==> src/rtl/decode_queue_if.sv <==
// rtl/decode_queue_if.sv - fetch/execute handshake bundle for decode_queue
interface decode_queue_if #(
    parameter int CNT_W = 16
);
    logic             flush;
    logic             if_valid;
    logic             if_ready;
    logic [31:0]      if_instr;
    logic [31:0]      if_pc;
    logic             id_valid;
    logic             id_ready;
    logic [31:0]      id_pc;
    logic [4:0]       id_rs1;
    logic [4:0]       id_rs2;
    logic [4:0]       id_rd;
    logic [2:0]       id_funct3;
    logic [31:0]      id_imm;
    logic             id_reg_write;
    logic             id_mem_read;
    logic             id_mem_write;
    logic             id_branch;
    logic             id_jump;
    logic             id_csr_we;
    logic             id_muldiv;
    logic             id_sub_sra;
    logic             id_illegal;
    logic [CNT_W-1:0] illegal_cnt;

    modport master (
        output flush, if_valid, if_instr, if_pc, id_ready,
        input  if_ready, id_valid, id_pc, id_rs1, id_rs2, id_rd, id_funct3, id_imm,
               id_reg_write, id_mem_read, id_mem_write, id_branch, id_jump,
               id_csr_we, id_muldiv, id_sub_sra, id_illegal, illegal_cnt
    );

    modport slave (
        input  flush, if_valid, if_instr, if_pc, id_ready,
        output if_ready, id_valid, id_pc, id_rs1, id_rs2, id_rd, id_funct3, id_imm,
               id_reg_write, id_mem_read, id_mem_write, id_branch, id_jump,
               id_csr_we, id_muldiv, id_sub_sra, id_illegal, illegal_cnt
    );
endinterface

==> src/rtl/decode_queue.sv <==
// rtl/decode_queue.sv - RV32I(+M) decode-on-entry FIFO between fetch and execute
module decode_queue #(
    parameter int DEPTH    = 2,
    parameter bit ENABLE_M = 1'b0,
    parameter int CNT_W    = 16
) (
    input  logic           clk,
    input  logic           rst_n,
    decode_queue_if.slave  bus
);
    localparam int PTR_W = (DEPTH > 1) ? $clog2(DEPTH) : 1;
    localparam int CW    = $clog2(DEPTH + 1);
    localparam logic [CW-1:0]    FULL    = CW'(DEPTH);
    localparam logic [CNT_W-1:0] CNT_MAX = '1;

    typedef struct packed {
        logic [31:0] pc;
        logic [4:0]  rs1;
        logic [4:0]  rs2;
        logic [4:0]  rd;
        logic [2:0]  funct3;
        logic [31:0] imm;
        logic        reg_write;
        logic        mem_read;
        logic        mem_write;
        logic        branch;
        logic        jump;
        logic        csr_we;
        logic        muldiv;
        logic        sub_sra;
        logic        illegal;
    } entry_t;

    logic [31:0] ins;
    logic [6:0]  opcode;
    logic [2:0]  f3;
    logic [6:0]  f7;
    logic [31:0] imm_i, imm_s, imm_b, imm_u, imm_j;

    assign ins    = bus.if_instr;
    assign opcode = ins[6:0];
    assign f3     = ins[14:12];
    assign f7     = ins[31:25];
    assign imm_i  = {{20{ins[31]}}, ins[31:20]};
    assign imm_s  = {{20{ins[31]}}, ins[31:25], ins[11:7]};
    assign imm_b  = {{19{ins[31]}}, ins[31], ins[7], ins[30:25], ins[11:8], 1'b0};
    assign imm_u  = {ins[31:12], 12'b0};
    assign imm_j  = {{11{ins[31]}}, ins[31], ins[19:12], ins[20], ins[30:21], 1'b0};

    entry_t dec;
    logic   bad;

    // Opcodes with instr[1:0] != 2'b11 never match a listed case, so they land in default.
    always_comb begin
        dec        = '0;
        bad        = 1'b0;
        dec.pc     = bus.if_pc;
        dec.rs1    = ins[19:15];
        dec.rs2    = ins[24:20];
        dec.rd     = ins[11:7];
        dec.funct3 = f3;
        case (opcode)
            7'h37, 7'h17: begin
                dec.imm       = imm_u;
                dec.reg_write = 1'b1;
            end
            7'h6f: begin
                dec.imm       = imm_j;
                dec.reg_write = 1'b1;
                dec.jump      = 1'b1;
            end
            7'h67: begin
                dec.imm       = imm_i;
                dec.reg_write = 1'b1;
                dec.jump      = 1'b1;
                bad           = (f3 != 3'd0);
            end
            7'h63: begin
                dec.imm    = imm_b;
                dec.branch = 1'b1;
                bad        = (f3 == 3'd2) || (f3 == 3'd3);
            end
            7'h03: begin
                dec.imm       = imm_i;
                dec.reg_write = 1'b1;
                dec.mem_read  = 1'b1;
                bad           = (f3 == 3'd3) || (f3 == 3'd6) || (f3 == 3'd7);
            end
            7'h23: begin
                dec.imm       = imm_s;
                dec.mem_write = 1'b1;
                bad           = (f3 > 3'd2);
            end
            7'h13: begin
                dec.imm       = imm_i;
                dec.reg_write = 1'b1;
                if (f3 == 3'd1) begin
                    bad = (f7 != 7'h00);
                end else if (f3 == 3'd5) begin
                    bad         = !((f7 == 7'h00) || (f7 == 7'h20));
                    dec.sub_sra = ins[30];
                end
            end
            7'h33: begin
                dec.reg_write = 1'b1;
                case (f7)
                    7'h00: ;
                    7'h20: begin
                        bad         = !((f3 == 3'd0) || (f3 == 3'd5));
                        dec.sub_sra = 1'b1;
                    end
                    7'h01: begin
                        bad        = !ENABLE_M;
                        dec.muldiv = 1'b1;
                    end
                    default: bad = 1'b1;
                endcase
            end
            7'h0f: ;
            7'h73: begin
                dec.imm = imm_i;
                if (f3 == 3'd4) begin
                    bad = 1'b1;
                end else if (f3 != 3'd0) begin
                    dec.reg_write = 1'b1;
                    dec.csr_we    = 1'b1;
                end
            end
            default: bad = 1'b1;
        endcase
        // Illegal words keep their register fields for trap reporting but carry no side effects.
        if (bad) begin
            dec.imm       = '0;
            dec.reg_write = 1'b0;
            dec.mem_read  = 1'b0;
            dec.mem_write = 1'b0;
            dec.branch    = 1'b0;
            dec.jump      = 1'b0;
            dec.csr_we    = 1'b0;
            dec.muldiv    = 1'b0;
            dec.sub_sra   = 1'b0;
        end
        dec.illegal = bad;
    end

    entry_t            mem [DEPTH];
    logic [PTR_W-1:0]  wr_ptr, rd_ptr;
    logic [CW-1:0]     count;
    logic [CNT_W-1:0]  ill_cnt;
    logic              push, pop;

    assign bus.if_ready = rst_n && (count != FULL);
    assign bus.id_valid = (count != '0);
    assign push = bus.if_valid && bus.if_ready && !bus.flush;
    assign pop  = bus.id_valid && bus.id_ready && !bus.flush;

    always_ff @(posedge clk) begin
        if (!rst_n) begin
            wr_ptr  <= '0;
            rd_ptr  <= '0;
            count   <= '0;
            ill_cnt <= '0;
            for (int i = 0; i < DEPTH; i++) begin
                mem[i] <= '0;
            end
        end else if (bus.flush) begin
            wr_ptr <= '0;
            rd_ptr <= '0;
            count  <= '0;
        end else begin
            if (push) begin
                mem[wr_ptr] <= dec;
                wr_ptr      <= wr_ptr + PTR_W'(1);
                if (dec.illegal && (ill_cnt != CNT_MAX)) begin
                    ill_cnt <= ill_cnt + CNT_W'(1);
                end
            end
            if (pop) begin
                rd_ptr <= rd_ptr + PTR_W'(1);
            end
            case ({push, pop})
                2'b10:   count <= count + CW'(1);
                2'b01:   count <= count - CW'(1);
                default: count <= count;
            endcase
        end
    end

    // Gate the head with id_valid so an empty queue presents all-zero payload.
    entry_t head;
    assign head = bus.id_valid ? mem[rd_ptr] : '0;

    assign bus.id_pc        = head.pc;
    assign bus.id_rs1       = head.rs1;
    assign bus.id_rs2       = head.rs2;
    assign bus.id_rd        = head.rd;
    assign bus.id_funct3    = head.funct3;
    assign bus.id_imm       = head.imm;
    assign bus.id_reg_write = head.reg_write;
    assign bus.id_mem_read  = head.mem_read;
    assign bus.id_mem_write = head.mem_write;
    assign bus.id_branch    = head.branch;
    assign bus.id_jump      = head.jump;
    assign bus.id_csr_we    = head.csr_we;
    assign bus.id_muldiv    = head.muldiv;
    assign bus.id_sub_sra   = head.sub_sra;
    assign bus.id_illegal   = head.illegal;
    assign bus.illegal_cnt  = ill_cnt;
endmodule

==> src/flat_wrapper.sv <==
// flat-port wrapper written by rule: the top's interface ports become plain ports
module decode_queue_flat 
#(
    parameter int DEPTH    = 2,
    parameter bit ENABLE_M = 1'b0,
    parameter int CNT_W    = 16
)
  (clk, rst_n, bus_flush, bus_if_valid, bus_if_instr, bus_if_pc, bus_id_ready, bus_if_ready, bus_id_valid, bus_id_pc, bus_id_rs1, bus_id_rs2, bus_id_rd, bus_id_funct3, bus_id_imm, bus_id_reg_write, bus_id_mem_read, bus_id_mem_write, bus_id_branch, bus_id_jump, bus_id_csr_we, bus_id_muldiv, bus_id_sub_sra, bus_id_illegal, bus_illegal_cnt);
  decode_queue_if #(.CNT_W(CNT_W)) bus_i ();
  input  logic clk;
  input  logic rst_n;
  input wire logic [$bits(bus_i.flush)-1:0] bus_flush;
  input wire logic [$bits(bus_i.if_valid)-1:0] bus_if_valid;
  input wire logic [$bits(bus_i.if_instr)-1:0] bus_if_instr;
  input wire logic [$bits(bus_i.if_pc)-1:0] bus_if_pc;
  input wire logic [$bits(bus_i.id_ready)-1:0] bus_id_ready;
  output wire logic [$bits(bus_i.if_ready)-1:0] bus_if_ready;
  output wire logic [$bits(bus_i.id_valid)-1:0] bus_id_valid;
  output wire logic [$bits(bus_i.id_pc)-1:0] bus_id_pc;
  output wire logic [$bits(bus_i.id_rs1)-1:0] bus_id_rs1;
  output wire logic [$bits(bus_i.id_rs2)-1:0] bus_id_rs2;
  output wire logic [$bits(bus_i.id_rd)-1:0] bus_id_rd;
  output wire logic [$bits(bus_i.id_funct3)-1:0] bus_id_funct3;
  output wire logic [$bits(bus_i.id_imm)-1:0] bus_id_imm;
  output wire logic [$bits(bus_i.id_reg_write)-1:0] bus_id_reg_write;
  output wire logic [$bits(bus_i.id_mem_read)-1:0] bus_id_mem_read;
  output wire logic [$bits(bus_i.id_mem_write)-1:0] bus_id_mem_write;
  output wire logic [$bits(bus_i.id_branch)-1:0] bus_id_branch;
  output wire logic [$bits(bus_i.id_jump)-1:0] bus_id_jump;
  output wire logic [$bits(bus_i.id_csr_we)-1:0] bus_id_csr_we;
  output wire logic [$bits(bus_i.id_muldiv)-1:0] bus_id_muldiv;
  output wire logic [$bits(bus_i.id_sub_sra)-1:0] bus_id_sub_sra;
  output wire logic [$bits(bus_i.id_illegal)-1:0] bus_id_illegal;
  output wire logic [$bits(bus_i.illegal_cnt)-1:0] bus_illegal_cnt;
  assign bus_i.flush = bus_flush;
  assign bus_i.if_valid = bus_if_valid;
  assign bus_i.if_instr = bus_if_instr;
  assign bus_i.if_pc = bus_if_pc;
  assign bus_i.id_ready = bus_id_ready;
  assign bus_if_ready = bus_i.if_ready;
  assign bus_id_valid = bus_i.id_valid;
  assign bus_id_pc = bus_i.id_pc;
  assign bus_id_rs1 = bus_i.id_rs1;
  assign bus_id_rs2 = bus_i.id_rs2;
  assign bus_id_rd = bus_i.id_rd;
  assign bus_id_funct3 = bus_i.id_funct3;
  assign bus_id_imm = bus_i.id_imm;
  assign bus_id_reg_write = bus_i.id_reg_write;
  assign bus_id_mem_read = bus_i.id_mem_read;
  assign bus_id_mem_write = bus_i.id_mem_write;
  assign bus_id_branch = bus_i.id_branch;
  assign bus_id_jump = bus_i.id_jump;
  assign bus_id_csr_we = bus_i.id_csr_we;
  assign bus_id_muldiv = bus_i.id_muldiv;
  assign bus_id_sub_sra = bus_i.id_sub_sra;
  assign bus_id_illegal = bus_i.id_illegal;
  assign bus_illegal_cnt = bus_i.illegal_cnt;
  decode_queue #(.DEPTH(DEPTH), .ENABLE_M(ENABLE_M), .CNT_W(CNT_W)) u_core (.clk(clk), .rst_n(rst_n), .bus(bus_i));
endmodule
==> config.mk <==
export PLATFORM = sky130hd
export DESIGN_NAME = decode_queue_flat
export DESIGN_NICKNAME = d
export VERILOG_FILES = /design/src/rtl/decode_queue_if.sv /design/src/rtl/decode_queue.sv /design/src/flat_wrapper.sv
export SDC_FILE = /design/constraint.sdc
export NUM_CORES = 1
export LEC_CHECK = 0
export BUFFER_PORTS_ARGS = -buffer_cell sky130_fd_sc_hd__buf_2
export CAP_MARGIN = 20
export CORE_AREA = 2 2 135 137
export DETAILED_ROUTE_END_ITERATION = 12
export DIE_AREA = 0 0 137 139
export GPL_ROUTABILITY_DRIVEN = 0
export PLACE_DENSITY_LB_ADDON = 0.25
export SLEW_MARGIN = 5
export SYNTH_ARGS = -nofsm -noshare
export SYNTH_HDL_FRONTEND = slang
export SYNTH_SLANG_ARGS = --single-unit
==> constraint.sdc <==
create_clock -name clk -period 4.8 [get_ports clk]
set_input_delay 0.24 -clock clk [delete_from_list [all_inputs] [get_ports clk]]
set_output_delay 0.24 -clock clk [all_outputs]
set_load 0.02 [all_outputs]
==> flow_summary.json <==
{
  "status": "complete, no violations",
  "synth_edf_count": 182,
  "start_util": 0.551,
  "placed_area_sq_um": 10800,
  "tns_ns": 0,
  "dr.pass1.iters": 5,
  "clk_pin_slew_worst_paths_ns": 0.06,
  "slew_headroom": 0.434,
  "grt_first_pass_wirelength_um": 35600,
  "tightest_slew_ns": 0.846,
  "maxCapViolCount": 0,
  "syn_to_final_growth_pct": 17.7,
  "endpoint_kind": "output port",
  "coreArea_sq_um": 17700,
  "hold_path.class": "input port to register",
  "overflow": 0,
  "cts_resized": 0,
  "yosysUniqueCellTypes": 54,
  "power.leakage_nw": 4.48,
  "worstHoldStart": "bus_if_pc[1]",
  "grt_pass1_vias": 6640,
  "min_period_over_period": 0.588,
  "cp_max_fo": 63,
  "clk_latency_ns": 0.49,
  "synthCells": 847,
  "power_density_nw_per_um2": 337,
  "antenna_left": 0,
  "worstSetupStartpointType": "register",
  "r2r_setup_slack_ns": 2.09,
  "portBuffers": 177,
  "cts.sinks": 203,
  "crit_type": "register to output port",
  "finalSetupViolCount": 0,
  "fmax_mhz": 354,
  "yosysTopAreaCell": "edfxtp_1",
  "drc_errors": 0,
  "synth_top_area_share": 0.562,
  "dp_hpwl_um": 14600,
  "die_h_um": 139,
  "arrival_ns": 2.58,
  "routed_wl_um": 22900,
  "seq_area_frac_synth": 0.605,
  "wire_per_inst_um": 18.4,
  "syn_area_per_cell_sq_um": 11.5,
  "synthTopCellsByArea": "edfxtp_1, mux2i_1, nor2_1",
  "die_w_um": 137,
  "grt_usage": 0.238,
  "crit_required_ns": 4.56,
  "cts_made_buffers": 21,
  "syn_area_sq_um": 9730,
  "finClkSkew_ns": 0.00508,
  "cts_hold_buf": 0,
  "rsz0062_at_grt": "false",
  "drt_iter0_drc": 552,
  "synth-async-reset-ratio": 0,
  "io_pins": 178,
  "finalWorstPathRequiredPeriod_ns": 2.82,
  "cts_buffer_depth": 3,
  "whs_endpoint": "u_core.mem[0][60]",
  "hold_viol_final": 0,
  "timing.rr.start": "u_core.count[0]",
  "cts_tree": "built",
  "rows": 49,
  "hold_depth": 2,
  "nFillCells": 1402,
  "yosysWarnings": 0,
  "ys.flop_type": "edfxtp_1",
  "root_buffer": "clkbuf_16",
  "via_per_inst": 5.66,
  "dieArea_sq_um": 19000,
  "ff2ff_path_depth": 5,
  "layout-drive-gt1-share": 0.232,
  "postLayoutCellArea_sq_um": 11400,
  "htreeDepth": 1,
  "insertedDiodeCount": 0,
  "grt_max_degree": 64,
  "post_cts_buffers": 0,
  "vias": 7028,
  "ir_drop_v": 0.000287,
  "drv_slew": 0,
  "final_nets": 1070,
  "antenna_found_initial": 0,
  "synth-seq-cells": 203,
  "r2r_end": "u_core.mem[0][26]"
}
==> metal layers <==
layer  global-route usage  share of wire
met4               0.0483          0.014
met2                0.390           0.48
met3               0.0249          0.073
met5                    0              0
met1                0.348           0.43
==> critical path, stage by stage, from the launching register on <==
cell	delay, ns
dfxtp_1	0.36
nor2_4	0.55
buf_4	0.69
nor2_1	0.23
buf_2	0.22
==> synth_stat cells (3+ instances only) <==
master      n
xor2_1      4
o21ai_0    12
nand3_1     6
dfxtp_1    21
a22oi_1     7
nor4_1      5
a21oi_1    49
o41ai_1     4
mux2i_1    98
buf_1       3
nor2_1    118
or3_1       3
inv_1       9
nand2_1    44
nand2b_1   12
clkbuf_1   50
nor3b_1     4
nor3_1     33
buf_6       3
edfxtp_1  182
o31ai_1     3
or4_1       6
and3_1     60
buf_2       8
and2_1     63
nor2b_1     5
nand4_1     5
==> area by class of cell <==
type	count	area (sq um)	area share
Clock buffer	30	581	0.0507
Timing Repair Buffer	193	1010	0.0879
Multi-Input combinational cell	571	3570	0.312
Tap cell	229	287	0.0250
Clock inverter	7	82.6	0.00721
Inverter	9	33.8	0.00295
Sequential cell	203	5890	0.514
==> where the power goes <==
part | internal, mW | switching (mW) | total (mW)
Combinational | 0.0788 | 0.171 | 0.250
Clock | 0.948 | 0.647 | 1.59
Sequential | 2.00 | 0.0228 | 2.02
==> cells in the final DEF (no fill, tap or decap), types with 22 or more instances in the layout <==
cell	instances
edfxtp_1	182
buf_2	177
nor2_1	116
mux2i_1	98
and2_1	63
and3_1	59
a21oi_1	48
nand2_1	42
nor3_1	33
clkbuf_16	22
==> how the worst max path moves through the flow <==
| stage | slack, ns | endpoint | startpoint |
|---|---|---|---|
| after global placement | 1.95 | u_core.mem[0][37] | rst_n |
| after CTS | 1.95 | bus_id_muldiv | u_core.count[0] |
| after floorplan | 0.87 | u_core.mem[1][0] | u_core.count[0] |
| after detailed placement | 1.88 | u_core.mem[0][24] | rst_n |
| after global routing | 1.82 | bus_id_muldiv | u_core.count[0] |
| final | 1.98 | bus_id_muldiv | u_core.count[0] |
==> state kept, by name (all words and copies together) (netlist names), named ones only <==
name	flops
u_core.bus.illegal_cnt	16
u_core.rd_ptr	1
u_core.wr_ptr	1
u_core.count	2
u_core.mem	182
==> stage by stage <==
stage	std cells	utilization	power, mW	hold WS, ns	setup WS (ns)
2_1_floorplan	848	-	2.21	0.438	0.873
3_3_place_gp	1205	0.611	2.30	0.469	1.95
3_5_place_dp	1205	0.611	2.31	0.475	1.88
4_1_cts	1242	0.648	3.88	0.0375	1.95
5_1_grt	1242	0.648	3.97	0.0444	1.82
6_report	1242	0.648	3.86	0.0445	1.98
==> kinds of logic after synthesis <==
logic type	synth area share
compound gates	0.0520
xor+xnor	0.00450
mux	0.101
simple gates	0.203
fa+ha+maj	0.00257
buf+inv	0.0323
other cells	0.000385
flops	0.605
Note: power is estimated with default switching activity, not from simulation.
